<file path="config.mk">
export PLATFORM = sky130hd
export DESIGN_NAME = a2b_dom_serial
export DESIGN_NICKNAME = d
export VERILOG_FILES = /design/src/rtl/a2b_dom_serial.sv
export SDC_FILE = /design/constraint.sdc
export NUM_CORES = 1
export LEC_CHECK = 0
export ABC_CLOCK_PERIOD_IN_PS = 1970
export BUFFER_PORTS_ARGS = -buffer_cell sky130_fd_sc_hd__buf_2
export CAP_MARGIN = 20
export CORE_AREA = 5 5 80 82
export DETAILED_ROUTE_END_ITERATION = 16
export DIE_AREA = 0 0 85 87
export GPL_TIMING_DRIVEN = 0
export PLACE_DENSITY = 0.68
export SLEW_MARGIN = 10
export SYNTH_ARGS = -nofsm -noshare
export SYNTH_HDL_FRONTEND = slang
export SYNTH_SLANG_ARGS = --single-unit
</file>
<file path="constraint.sdc">
create_clock -name clk -period 1.97 [get_ports clk]
set_input_delay 0.2955 -clock clk [delete_from_list [all_inputs] [get_ports clk]]
set_output_delay 0.2955 -clock clk [all_outputs]
set_load 0.005 [all_outputs]
</file>
<file path="src/rtl/a2b_dom_serial.sv">
// Masked arithmetic-to-Boolean conversion: bit-serial ripple-carry addition of
// arithmetic shares into a Boolean-shared accumulator using DOM-indep AND gadgets.
// Optional macro A2B_CLEAR_ON_DONE_EN zeroes state after the output handshake.

module a2b_dom_and #(
  parameter int N = 2,
  parameter int L = 1
) (
  input  logic [N-1:0] x_i,
  input  logic [N-1:0] y_i,
  input  logic [L-1:0] r_i,
  output logic [N-1:0] z_o
);
  // One random bit per unordered share pair (a<b), shared by both cross terms.
  function automatic int pidx(input int a, input int b);
    int lo, hi;
    lo = (a < b) ? a : b;
    hi = (a < b) ? b : a;
    return lo * N - (lo * (lo + 1)) / 2 + (hi - lo - 1);
  endfunction

  always_comb begin
    z_o = '0;
    for (int i = 0; i < N; i++) begin
      z_o[i] = x_i[i] & y_i[i];
      for (int j = 0; j < N; j++)
        if (j != i) z_o[i] = z_o[i] ^ ((x_i[i] & y_i[j]) ^ r_i[pidx(i, j)]);
    end
  end
endmodule

module a2b_dom_serial #(
  parameter int D = 1,
  parameter int N = D + 1,
  parameter int L = ((D + 1) * D) / 2,
  parameter int W = 8
) (
  input  logic             clk,
  input  logic             rst,
  input  logic             in_valid,
  output logic             in_ready,
  input  logic [N*W-1:0]   port_a,
  input  logic [D*W-1:0]   port_r_ref,
  input  logic [2*L-1:0]   port_r_and,
  output logic             out_valid,
  input  logic             out_ready,
  output logic [N*W-1:0]   port_c
);
  localparam int KW = (N > 1) ? $clog2(N) : 1;
  localparam int IW = $clog2(W);

  typedef enum logic [1:0] {IDLE, REFRESH, ADD, DONE} state_t;

  state_t                  state_q, state_d;
  logic [N-1:0][W-1:0]     s_q, s_d, b_q, b_d, ref_sh;
  logic [N-1:1][W-1:0]     a_q, a_d;
  logic [N-1:0]            c_q, c_d;
  logic [KW-1:0]           k_q, k_d;
  logic [IW-1:0]           i_q, i_d;
  logic [W-1:0]            src, rmask;
  logic [N-1:0]            s_lsb, b_lsb, sum, g1, g2;

  // Boolean refresh of one arithmetic share: A_0 on accept, else stored A_k.
  always_comb begin
    src = port_a[W-1:0];
    if (state_q != IDLE)
      for (int j = 1; j < N; j++)
        if (k_q == KW'(j)) src = a_q[j];
    rmask  = '0;
    ref_sh = '0;
    for (int j = 1; j <= D; j++) begin
      rmask     = rmask ^ port_r_ref[(j-1)*W +: W];
      ref_sh[j] = port_r_ref[(j-1)*W +: W];
    end
    ref_sh[0] = src ^ rmask;
  end

  always_comb begin
    for (int j = 0; j < N; j++) begin
      s_lsb[j] = s_q[j][0];
      b_lsb[j] = b_q[j][0];
    end
    sum = s_lsb ^ b_lsb ^ c_q;
  end

  a2b_dom_and #(.N(N), .L(L)) u_gen (
    .x_i(s_lsb), .y_i(b_lsb), .r_i(port_r_and[L-1:0]), .z_o(g1)
  );
  a2b_dom_and #(.N(N), .L(L)) u_prop (
    .x_i(c_q), .y_i(s_lsb ^ b_lsb), .r_i(port_r_and[2*L-1:L]), .z_o(g2)
  );

  always_comb begin
    state_d = state_q;
    s_d     = s_q;
    b_d     = b_q;
    a_d     = a_q;
    c_d     = c_q;
    k_d     = k_q;
    i_d     = i_q;
    case (state_q)
      IDLE: begin
        if (in_valid) begin
          s_d = ref_sh;
          for (int j = 1; j < N; j++) a_d[j] = port_a[j*W +: W];
          k_d     = KW'(1);
          state_d = REFRESH;
        end
      end
      REFRESH: begin
        b_d     = ref_sh;
        c_d     = '0;
        i_d     = '0;
        state_d = ADD;
      end
      ADD: begin
        for (int j = 0; j < N; j++) begin
          s_d[j] = {sum[j], s_q[j][W-1:1]};
          b_d[j] = {1'b0, b_q[j][W-1:1]};
        end
        c_d = g1 ^ g2;
        i_d = i_q + IW'(1);
        if (i_q == IW'(W - 1)) begin
          if (k_q == KW'(N - 1)) state_d = DONE;
          else begin
            k_d     = k_q + KW'(1);
            state_d = REFRESH;
          end
        end
      end
      DONE: begin
        if (out_ready) begin
          state_d = IDLE;
`ifdef A2B_CLEAR_ON_DONE_EN
          s_d = '0;
          b_d = '0;
          c_d = '0;
          a_d = '0;
`endif
        end
      end
      default: state_d = IDLE;
    endcase
  end

  always_ff @(posedge clk or posedge rst) begin
    if (rst) begin
      state_q <= IDLE;
      s_q     <= '0;
      b_q     <= '0;
      a_q     <= '0;
      c_q     <= '0;
      k_q     <= '0;
      i_q     <= '0;
    end else begin
      state_q <= state_d;
      s_q     <= s_d;
      b_q     <= b_d;
      a_q     <= a_d;
      c_q     <= c_d;
      k_q     <= k_d;
      i_q     <= i_d;
    end
  end

  assign in_ready  = (state_q == IDLE) & ~rst;
  assign out_valid = (state_q == DONE);
`ifdef A2B_CLEAR_ON_DONE_EN
  assign port_c = out_valid ? s_q : '0;
`else
  assign port_c = s_q;
`endif
endmodule

</file>
## Word level (Yosys, flattened, before mapping)

Index checks and enable logic that the tools add are counted.

- Register bits: 48
- Bits in latches: 0
- Bits in writable memories: 0
- ROM bits: 0
- Bits of input ports: 30
- Output and inout port bits: 18
- Word-level logic and storage cells: 64
- Memories: 0

- $add $sub $neg: 2
- Multiply operators: 0
- Divide/modulo/power cells: 0
- Order comparisons: 0
- Eq/ne operators: 7
- Shifts and indexed selects: 0
- Mux-type cells: 16
- Bitwise operators: 22
- Reductions and logical operators: 8

Operators by type and width:

| cell | count |
|---|---|
| 16-bit case mux with 2 select lines | 2 |
| 16-bit two-way mux | 1 |
| 8-bit two-way mux | 2 |
| 1-bit bitwise AND | 9 |
| 2-bit two-way mux | 4 |
| 2-bit case mux with 4 select lines | 1 |
| 1-bit bitwise XOR | 8 |
| 8-bit bitwise XOR | 1 |
| 3-bit case mux with 2 select lines | 1 |
| 3-bit AND reduction | 2 |
| 2-bit nonzero test | 3 |
| 2-bit bitwise XOR | 3 |
| 2-bit == test (second input constant) | 2 |
| 2-bit inequality test (second input constant) | 2 |
| 2-bit case mux with 2 select lines | 1 |
| 2-bit AND reduction | 2 |
| 3-bit by 1-bit adder with 3-bit output (second input constant) | 1 |
| 3-bit == test (second input constant) | 1 |
| 1-bit two-way mux | 3 |
| 2-bit by 1-bit == test with 1-bit output (second input constant) | 1 |
| 2-bit logical NOT | 1 |
| 2-bit by 1-bit inequality test with 1-bit output (second input constant) | 1 |
| 1-bit case mux with 2 select lines | 1 |
| 1-bit adder (second input constant) | 1 |
| 1-bit NOT | 1 |

## Depth between registers and ports, before layout

Gate-level depths: netlist (run 1).

- Depth in word-level cells: 6
- Gate-level depth with buffers: 8
- Gate-level depth less buffers: 7

## By module

From an unflattened synthesis (run 1), not the netlist that was laid out.

- Cells, all modules: 249
- Area total of the unflattened synthesis: 2409.8 sq um

By module, submodules not included:

| module | instances | cells an instance | area each (sq um) | sequential area each (sq um) |
|---|---|---|---|---|
| a2b_dom_serial | 1 | 239 | 2342.2 | 1201.2 |
| a2b_dom_and | 2 | 5 | 33.8 | 0.0 |

## Least setup slack after synthesis (run 1)

OpenSTA, ideal clock, no wires.

- Path kind: reg2reg
- From: register s_q, in the netlist port_c[8]
- To: register c_q[1]
- Setup time: 0.083 ns
- Arrival time: 1.765 ns
- Data required time: 1.887 ns
- Slack: 0.122 ns
- Stages on the path, launching flop included: 8
- Buffers on the path: 0
- Period minus slack after synthesis: 1.848 ns
- Path through: dfrtp_1 > ha_1 > ha_1 > xor2_1 > xnor2_1 > xnor2_1 > mux2_1 > o22ai_1

- Cells in the longest elaborated chain, start to end: 5
- Elaborated cells on any way between the ends: 9
- Classes of those cells: 1 x mux; 8 x bitwise

RTL lines:

| element | line | source |
|---|---|---|
| from (decl) | 55 | `logic [N-1:0][W-1:0] s_q, s_d, b_q, b_d, ref_sh;` |
| from (signal assigned) | 149 | `s_q <= '0;` |
| from (signal assigned) | 157 | `s_q <= s_d;` |
| 1-bit bitwise AND / 2-bit bitwise XOR (equally long branches) | 27, 90 |  |
| 1-bit bitwise XOR / 1-bit bitwise AND (equally long branches) | 27, 25 |  |
| 1-bit bitwise XOR | 27 | `if (j != i) z_o[i] = z_o[i] ^ ((x_i[i] & y_i[j]) ^ r_i[pidx(i, j)]);` |
| 2-bit bitwise XOR (*) | 121 | `c_d = g1 ^ g2;` |
| 2-bit case mux with 2 select lines (*) | 101 | `case (state_q)` |
| to (signal assigned) | 152 | `c_q <= '0;` |
| to (signal assigned) | 160 | `c_q <= c_d;` |
| to (decl) | 57 | `logic [N-1:0] c_q, c_d;` |

Mark *: on every way between the ends. The rest lies on a longest branch, timed or not.
A chain may end at the register's enable or synchronous reset.

## Worst setup path after layout (run 1)

- From: register b_q, in the netlist b_lsb[1]
- To: register c_q[1]

- Cells in the longest elaborated chain, start to end: 5
- Elaborated cells on any way between the ends: 7
- Classes of those cells: 1 x mux; 6 x bitwise

RTL lines:

| element | line | source |
|---|---|---|
| from (decl) | 55 |  |
| from (signal assigned) | 150 | `b_q <= '0;` |
| from (signal assigned) | 158 | `b_q <= b_d;` |
| 2-bit bitwise XOR | 90 | `.x_i(c_q), .y_i(s_lsb ^ b_lsb), .r_i(port_r_and[2*L-1:L]), .z_o(g2)` |
| 1-bit bitwise AND | 25 | `z_o[i] = x_i[i] & y_i[i];` |
| 1-bit bitwise XOR | 27 |  |
| 2-bit bitwise XOR (*) | 121 |  |
| 2-bit case mux with 2 select lines (*) | 101 |  |

Marked as above.

==> results of run 1 <==
-- power by group through the flow --
stage | Combinational, W | Clock [W] | Sequential [W]
finish | 0.00319 | 0.000736 | 0.00181
CTS | 0.00298 | 0.000746 | 0.00180
floorplan | 0.00217 | 0 | 0.00176
global placement | 0.00289 | 0 | 0.00180
detailed placement | 0.00294 | 0 | 0.00182
global route | 0.00359 | 0.000780 | 0.00187
-- metal layers --
| metal | global-route usage | routed length [microns] | up-vias |
|---|---|---|---|
| met1 | 0.217 | 2550 | 933 |
| met4 | 0.0791 | 105 | 0 |
| li1 | - | - | 973 |
| met3 | 0.0265 | 255 | 9 |
| met2 | 0.266 | 2890 | 56 |
| met5 | 0 | 0 | - |
-- cells by family (layout without fill, tap and decap cells) --
group	after synthesis	after routing	synth area share
and+or+nand+nor	76	76	0.135
xor gates and xnor gates	16	16	0.0582
muxes	19	19	0.0842
buffers and inverters	23	87	0.0426
DFF	48	48	0.499
adders and majority gates	9	9	0.0468
AOI/OAI and AO/OA	58	58	0.134
-- synth_stat cells, types with 2 or more instances --
| master | instances | area (sq um) |
|---|---|---|
| a31oi_1 | 16 | 100 |
| nor2_1 | 23 | 86.3 |
| xor2_1 | 2 | 17.5 |
| xnor2_1 | 14 | 123 |
| nand2_1 | 38 | 143 |
| dfrtp_1 | 48 | 1200 |
| clkbuf_1 | 6 | 22.5 |
| nor2b_1 | 5 | 31.3 |
| and2b_1 | 4 | 30.0 |
| nand3_1 | 3 | 15.0 |
| o21ai_1 | 10 | 50.1 |
| inv_1 | 10 | 37.5 |
| o21ai_0 | 2 | 10.0 |
| o22ai_1 | 3 | 18.8 |
| ha_1 | 9 | 113 |
| a21oi_1 | 24 | 120 |
| mux2i_1 | 9 | 90.1 |
| buf_2 | 4 | 20.0 |
| mux2_2 | 9 | 101 |
-- state kept, by name, indices dropped and copies added (netlist names) --
signal,flops
b_q,14
state_q,2
port_c,16
a_q,8
c_q,2
b_lsb,2
i_q,3
k_q,1
-- metrics by stage --
stage | instances | setup TNS, ns | hold WS [ns] | cell area [sq um] | util
floorplan | 249 | 0 | 0.446 | 2410 | -
global placement | 371 | -6.38 | 0.476 | 2740 | 0.482
detailed placement | 372 | -0.00514 | 0.331 | 2760 | 0.485
CTS | 382 | -0.00222 | 0.202 | 2880 | 0.508
global route | 388 | -0.0392 | 0.205 | 2980 | 0.526
finish | 388 | 0 | 0.207 | 2980 | 0.526
-- cell type report --
class,instances,area [sq um],share of cell area
Timing Repair Buffer,56,318,0.107
Tap cell,75,93.8,0.0315
Multi-Input combinational cell,178,1150,0.387
Clock buffer,5,68.8,0.0231
Inverter,11,41.3,0.0138
Buffer,12,63.8,0.0214
Clock inverter,3,42.5,0.0143
Sequential cell,48,1200,0.403
-- timing repair --
item / in CTS / in global routing
endpoints found under the setup margin: 3 / 35
hold endpoints to repair: 18 / 0
setup buffers: 1 / 6
pin swaps: 0 / 5
hold buffers: 1 / 0
gates resized for setup: 0 / 13
-- final timing paths --
| path | end | slack, ns | depth (start not counted) |
|---|---|---|---|
| worst max-delay path | c_q[1] | 0.09 | 7 |
| worst min-delay path | a_q[7] | 0.21 | 2 |
| worst max register to register | c_q[1] | 0.09 | 7 |
| worst min register to register | i_q[0] | 0.50 | 1 |
| max in group asynchronous | b_q[5] | 0.93 | 4 |
| min in group asynchronous | port_c[14] | 0.52 | 3 |
==> out/metrics.csv, run 1 <==
metric,value,unit
power per cell area,1920,nW/um^2
Critical Path End Type,register,
Sw Share,0.425,
Place WS,-0.00514,ns
"most common cell after layout, fill and taps aside",buf_2,
Worst Hold Class,in2reg,
Starting Density,0.424,
drt first-iter violations,175,
Crit Path Class,reg2reg,
Comb power frac,0.556,
GRT Resource Usage Total,0.165,
Die Y,87,microns
Num CTS Buffers,5,
commonest register cell after synthesis,dfrtp_1,
"critical path fanouts, max",3,
worst-case clock buffer depth,2,
final period utilization,0.954,
family with the most delay on the worst path,XOR/XNOR gates,
CTS tree,built,
total power,0.00574,W
filler cell count,552,
Internal,0.00330,W
Worst Tran Pin Value,0.468,ns
Die Footprint,7400,sq um
# clock sinks,48,
"slowest stage delay, CP",0.44,ns
cell area after synthesis,2410,sq um
Final Max Slew Viols,0,
#FFs+latches synth,48,
share of total power in the clock network,0.128,
Post-synth EDFFs,0,
pin count of the biggest net entering global routing,31,
clock skew,0.0160,ns
Max-slew headroom,0.688,
core area,5680,sq um
sequential-to-total area share from yosys stat,0.499,
DP HPWL,4200,microns
outcome,"finished, final reports clean",
antenna violations before repair,0,
startpoint type of the worst setup path,register,
sw power,0.00244,W
crit path DAT,2.12,ns
# H-tree levels,2,
WP data required,2.22,ns
Buf/Inv on CP,0,
synth warn,0,
RSZ-0062 raised after global routing,yes,
Syn Inst Count,249,
fmax,532,MHz
Port Buffers,47,
first-pass GRT wire length,9580,microns
Setup WS post-layout,0.0913,ns
ANT nets after route,0,
"Cell Chain, Critical Path","ha_4, ha_4, xor2_1, xnor2_1, xnor2_1, mux2_1, o22ai_1",
"commonest non-fill, non-tap cells in the layout","buf_2, dfrtp_1, nand2_1, a21oi_1, nor2_1",
fin nets,351,
vias in the first global route,1986,
Peak VDD IR,0.997,mV
Vias/cell,5.08,
Crit. Startpoint,b_lsb[1],
Mean Syn Cell Area,9.66,sq um
maxcap violations,0,
drt wl/cell,14.9,microns
Die W,85,microns
Final Hold Viols,0,
Detailed Routing Iterations Pass 1,5,
IO Pins,48,
Vias,1971,
FF-to-FF Start,b_lsb[1],
Final min period,1.88,ns
Clock Tree Root,clkbuf_8,
share of cells above drive strength 1,0.288,
worst skew pair latency,0.32,ns
Sequential Power Share,0.316,
grt ovf,0,
fraction of registers with async set/reset,1.00,
Leak Pwr,1.37,nW
Setup Viol. Count Final,0,
area grow syn2layout,24.0,%
CP max stage cell,dfrtp_1,
Worst-path clk slew,0.10,ns
Hold Startpoint,port_a[15],
row count,28,
number of antenna diodes,0,
DRC,0,
drt total wl,5800,microns
Placer Congestion,0.786,
synth unique cells,29,
Synth Net Count,288,
(Power assumes the default switching activity.)
==> run 2, diff against run 1 <==
CORE_AREA = 5 5 73 75   (was 5 5 80 82)
DIE_AREA = 0 0 78 80   (was 0 0 85 87)
PLACE_DENSITY = 0.8   (was 0.68)
==> out/metrics.csv, run 2 (same netlist as run 1, synthesis figures left out) <==
metric,value,unit,change
outcome,"complete, but fails checks",,
failing checks,negative hold slack,,
met3 Use GR,0.0384,,+0.0119
Placer Congestion,0.838,,+6.7%
final period utilization,0.977,,+0.0237
ANT nets after route,0,,unchanged
"critical path fanouts, max",3,,unchanged
number of antenna diodes,0,,unchanged
met2 usage,0.307,,+0.0409
antenna violations before repair,0,,unchanged
power per cell area,1890,nW/um^2,-1.6%
Critical Path End Type,register,,
Die Y,80,microns,-8.0%
Vias,1925,,-2.3%
# H-tree levels,2,,unchanged
worst-case clock buffer depth,2,,unchanged
startpoint type of the worst setup path,register,,
GRT met1 Usage,0.233,,+0.0163
row count,25,,-11%
worst r2r path cells,7,,unchanged
Worst-path clk slew,0.08,ns,-0.02 ns
DRC,0,,unchanged
WHS,-0.00970,ns,-0.217 ns
first-pass GRT wire length,9180,microns,-4.2%
Final min period,1.93,ns,+0.0468 ns
Place WS,0.0214,ns,+0.0266 ns
Die Footprint,6240,sq um,-16%
Setup Viol. Count Final,0,,unchanged
Final Max Slew Viols,0,,unchanged
filler cell count,378,,-32%
IO Pins,48,,unchanged
drt total wl,5340,microns,-7.9%
drt first-iter violations,52,,-70%
crit path DAT,2.08,ns,-0.04 ns
clock skew,0.00588,ns,-0.0101 ns
GRT busiest layer,met2,,
Port Buffers,47,,unchanged
drt wl/cell,14.7,microns,-1.3%
Reg2Reg Setup Slack,0.04,ns,-0.05 ns
Crit Path Class,reg2reg,,
CTS tree,built,,
placed cell areas,2730,sq um,-0.95%
DP HPWL,4110,microns,-2.1%
Worst Tran Pin Value,0.458,ns,-0.0102 ns
Register Area,1200,sq um,unchanged
Leak Pwr,1.34,nW,-2.2%
fin nets,347,,-1.1%
maxcap violations,0,,unchanged
Setup WS post-layout,0.0445,ns,-0.0468 ns
share of cells above drive strength 1,0.279,,-0.00832
Final Hold Viols,18,,+18
setup TNS,0,ns,unchanged
Die W,78,microns,-8.2%
pin count of the biggest net entering global routing,31,,unchanged
FF-to-FF Start,port_c[0],,
Vias/cell,5.32,,+4.7%
max FFs per register,16,,unchanged
vias in the first global route,1985,,-0.050%
post-route cell area,2880,sq um,-3.5%
"most common cell after layout, fill and taps aside",buf_2,,
# clock sinks,48,,unchanged
Clock Tree Root,clkbuf_8,,
area of the multi-input gates,1140,sq um,-0.98%
Peak VDD IR,1.08,mV,+8.5%
area grow syn2layout,19.7,%,
worst skew pair latency,0.30,ns,-0.02 ns
Worst Hold Class,in2async,,
hold-fix buffers at CTS,0,,-1
Starting Density,0.523,,+0.0993
WP data required,2.13,ns,-0.09 ns
grt ovf,0,,unchanged
GRT Resource Usage Total,0.183,,+0.0175
RSZ-0062 raised after global routing,yes,,
core area,4600,sq um,-19%
"commonest non-fill, non-tap cells in the layout","buf_2, dfrtp_1, nand2_1, a21oi_1, nor2_1",,
fmax,519,MHz,-2.4%
Detailed Routing Iterations Pass 1,4,,-1
Worst R2R End,c_q[0],,
Max-slew headroom,0.695,,+0.00681
Num CTS Buffers,5,,unchanged
run 2: cell types whose count changed in the layout (fill, tap and decap cells not counted), moves of 2 or more:
cell	delta
ha_4	-2
buf_4	-3
ha_1	+2
mux2i_2	+2
mux2i_1	-2
run 2: power by group:
part	total [W]	switching [W]	internal, W	leakage [nW]
clock network	0.000552	0.000310	0.000242	0.0410
logic	0.00310	0.00172	0.00138	0.736
registers	0.00180	0.000310	0.00149	0.567
run 2: through the flow:
stage | power, W | utilization | hold slack, ns | std cells
floorplan | 0.00393 | - | 0.446 | 249
global placement | 0.00465 | 0.589 | 0.472 | 350
detailed placement | 0.00475 | 0.593 | 0.324 | 351
CTS | 0.00530 | 0.611 | 0.00496 | 358
global route | 0.00593 | 0.626 | 0.0287 | 362
finish | 0.00545 | 0.626 | -0.00970 | 362
run 2: timing repair:
item	in CTS	in global routing
pin swaps	0	4
gates cloned	0	0
setup endpoints to repair	1	22
resized for setup	1	10
buffers inserted	0	4
run 2: critical path: stages (launching register included):
cell	delay (ns)
dfrtp_1	0.41
ha_1	0.32
ha_1	0.20
xnor2_1	0.13
xnor2_1	0.14
xnor2_1	0.29
xnor2_1	0.16
o221ai_1	0.12
run 2: final cells by class:
type	instances	area share
flip-flops and latches	48	0.417
well taps	54	0.0235
clock buffers	6	0.0252
clock inverters	1	0.00174
multi-input cells	178	0.397
plain buffers	12	0.0222
inverters	11	0.0143
repair buffers	52	0.0991
run 2: worst max-delay path by stage:
stage | start | slack (ns) | endpoint
finish | port_c[0] | 0.04 | c_q[0]
global route | state_q[0] | -0.03 | b_lsb[0]
CTS | state_q[0] | 0.01 | port_c[3]
detailed placement | state_q[1] | 0.02 | i_q[0]
global placement | rst | -0.09 | port_c[9]
floorplan | port_c[8] | 0.12 | c_q[1]
run 2: layer usage:
| layer | share of wire | wire, microns |
|---|---|---|
| met5 | 0 | 0 |
| met2 | 0.49 | 2600 |
| met1 | 0.44 | 2340 |
| met4 | 0.017 | 90 |
| met3 | 0.058 | 307 |
==> run 3, diff against run 2 <==
CELL_PAD_IN_SITES_DETAIL_PLACEMENT = 1   (was default)
CELL_PAD_IN_SITES_GLOBAL_PLACEMENT = 1   (was default)
CORE_AREA = 5 5 83 85   (was 5 5 73 75)
DIE_AREA = 0 0 88 90   (was 0 0 78 80)
==> out/metrics.csv, run 3 (same netlist as run 1, synthesis figures left out) <==
metric,value,unit,change
Worst R2R End,c_q[1],,
DRC,0,,unchanged
drt first-iter violations,105,,+100%
worst r2r path cells,7,,unchanged
Port Buffers,47,,unchanged
power per cell area,1950,nW/um^2,+3.0%
outcome,"finished, final reports clean",,
maxcap violations,0,,unchanged
Register Area,1200,sq um,+0.10%
Final Hold Viols,0,,-18
area grow syn2layout,22.9,%,
Detailed Routing Iterations Pass 1,4,,unchanged
area of the multi-input gates,1170,sq um,+2.4%
"non-filler cells, final",387,,+6.9%
WP data required,2.19,ns,+0.06 ns
vias in the first global route,2174,,+9.5%
Crit. Startpoint,b_lsb[1],,
Reg2Reg Setup Slack,0.06,ns,+0.02 ns
Die Footprint,7920,sq um,+27%
total power,0.00576,W,+5.8%
Starting Density,0.392,,-0.131
Die W,88,microns,+13%
RSZ-0062 raised after global routing,yes,,
startpoint type of the worst setup path,register,,
DP HPWL,4990,microns,+21%
GRT Resource Usage Total,0.172,,-0.0102
fmax,525,MHz,+1.0%
# clock sinks,48,,unchanged
Worst Hold Class,in2async,,
crit path DAT,2.13,ns,+0.05 ns
number of antenna diodes,0,,unchanged
antenna violations before repair,0,,unchanged
share of cells above drive strength 1,0.290,,+0.0111
"commonest non-fill, non-tap cells in the layout","buf_2, dfrtp_1, nand2_1, a21oi_1, nor2_1",,
CTS tree,built,,
fin nets,348,,+0.29%
"most common cell after layout, fill and taps aside",buf_2,,
Vias/cell,5.14,,-3.3%
Final min period,1.91,ns,-0.0195 ns
Worst-path clk slew,0.09,ns,about the same
row count,29,,+16%
ANT nets after route,0,,unchanged
Placer Congestion,0.826,,-1.4%
clock skew,0.00973,ns,+0.00385 ns
Critical Path End Type,register,,
Final Util,0.482,,-0.144
Peak VDD IR,0.940,mV,-13%
pin count of the biggest net entering global routing,29,,-6.5%
final period utilization,0.967,,-0.00992
placed cell count,374,,+6.6%
# H-tree levels,2,,unchanged
"slowest stage delay, CP",0.44,ns,+0.03 ns
"critical path fanouts, max",3,,unchanged
family with the most delay on the worst path,XOR/XNOR gates,,
Num CTS Buffers,5,,unchanged
filler cell count,715,,+89%
Worst Tran Pin Value,0.485,ns,+0.0270 ns
core area,6130,sq um,+33%
Die Y,90,microns,+13%
max FFs per register,16,,unchanged
Final Max Slew Viols,0,,unchanged
"Cell Chain, Critical Path","ha_4, ha_4, xor2_1, xnor2_1, xnor2_1, mux2_1, o22ai_1",,
Leak Pwr,1.35,nW,+0.62%
FF-to-FF Start,b_lsb[1],,
drt wl/cell,16.7,microns,+13%
IO Pins,48,,unchanged
Setup Viol. Count Final,0,,unchanged
first-pass GRT wire length,10800,microns,+18%
Vias,1990,,+3.4%
drt total wl,6470,microns,+21%
Max-slew headroom,0.676,,-0.0185
CP max stage cell,dfrtp_1,,
Clock Tree Root,clkbuf_8,,
worst skew pair latency,0.30,ns,about the same
Crit Path Class,reg2reg,,
worst-case clock buffer depth,2,,unchanged
grt ovf,0,,unchanged
Buf/Inv on CP,0,,unchanged
==> run 3: changes by cell type in the layout (fill, tap and decap cells not counted), sizes merged <==
cell	delta
clkinv	-1
clkbuf	+2
buf	+1
==> run 3: cell type report <==
cell class              count  area share
inverters                  11      0.0140
flip-flops and latches     48       0.407
plain buffers              12      0.0216
multi-input cells         178       0.396
clock buffers               8      0.0305
well taps                  77      0.0326
repair buffers             53      0.0990
==> run 3: worst reg2reg max path: stages, from the launching register on <==
cell and delay (ns):
dfrtp_1 0.44, ha_4 0.28, ha_4 0.15, xor2_1 0.16, xnor2_1 0.20, xnor2_1 0.16
mux2_1 0.34, o22ai_1 0.10
==> run 3: routing by layer <==
metal	routed length, microns	up-vias	GRT usage
met2	3220	48	0.295
met4	92	0	0.0384
met3	333	7	0.0430
met5	0	-	0
met1	2820	969	0.216
li1	-	966	-
==> run 3: how the worst max path moves through the flow <==
stage,cells after the start,slack (ns),end
finish,7,0.06,c_q[1]
global route,7,-0.05,c_q[1]
CTS,8,-0.009,b_q[4]
detailed placement,5,-0.07,i_q[0]
global placement,2,-0.15,b_q[9]
floorplan,7,0.12,c_q[1]
==> run 3: power breakdown <==
part	internal, W	switching, W
Sequential	0.00149	0.000343
Clock	0.000287	0.000326
Combinational	0.00145	0.00187
Total	0.00323	0.00254
==> run 3: repair_timing <==
| item | 4_1_cts | 5_1_grt |
|---|---|---|
| setup endpoints to repair | 18 | 30 |
| resized for setup | 3 | 13 |
| gates cloned | 0 | 0 |
| setup buffers | 1 | 4 |
| hold buffers | 0 | 0 |
| pin swaps | 0 | 6 |
==> run 3: metrics by stage <==
step,TNS (ns),hold slack [ns],instance area [sq um],setup slack [ns]
after floorplan,0,0.446,2410,0.122
after global placement,-7.36,0.473,2740,-0.154
after detailed placement,-0.592,0.366,2760,-0.0657
after CTS,-0.00863,0.0329,2860,-0.00863
after global routing,-0.0483,0.0569,2960,-0.0483
final,0,0.0166,2960,0.0641
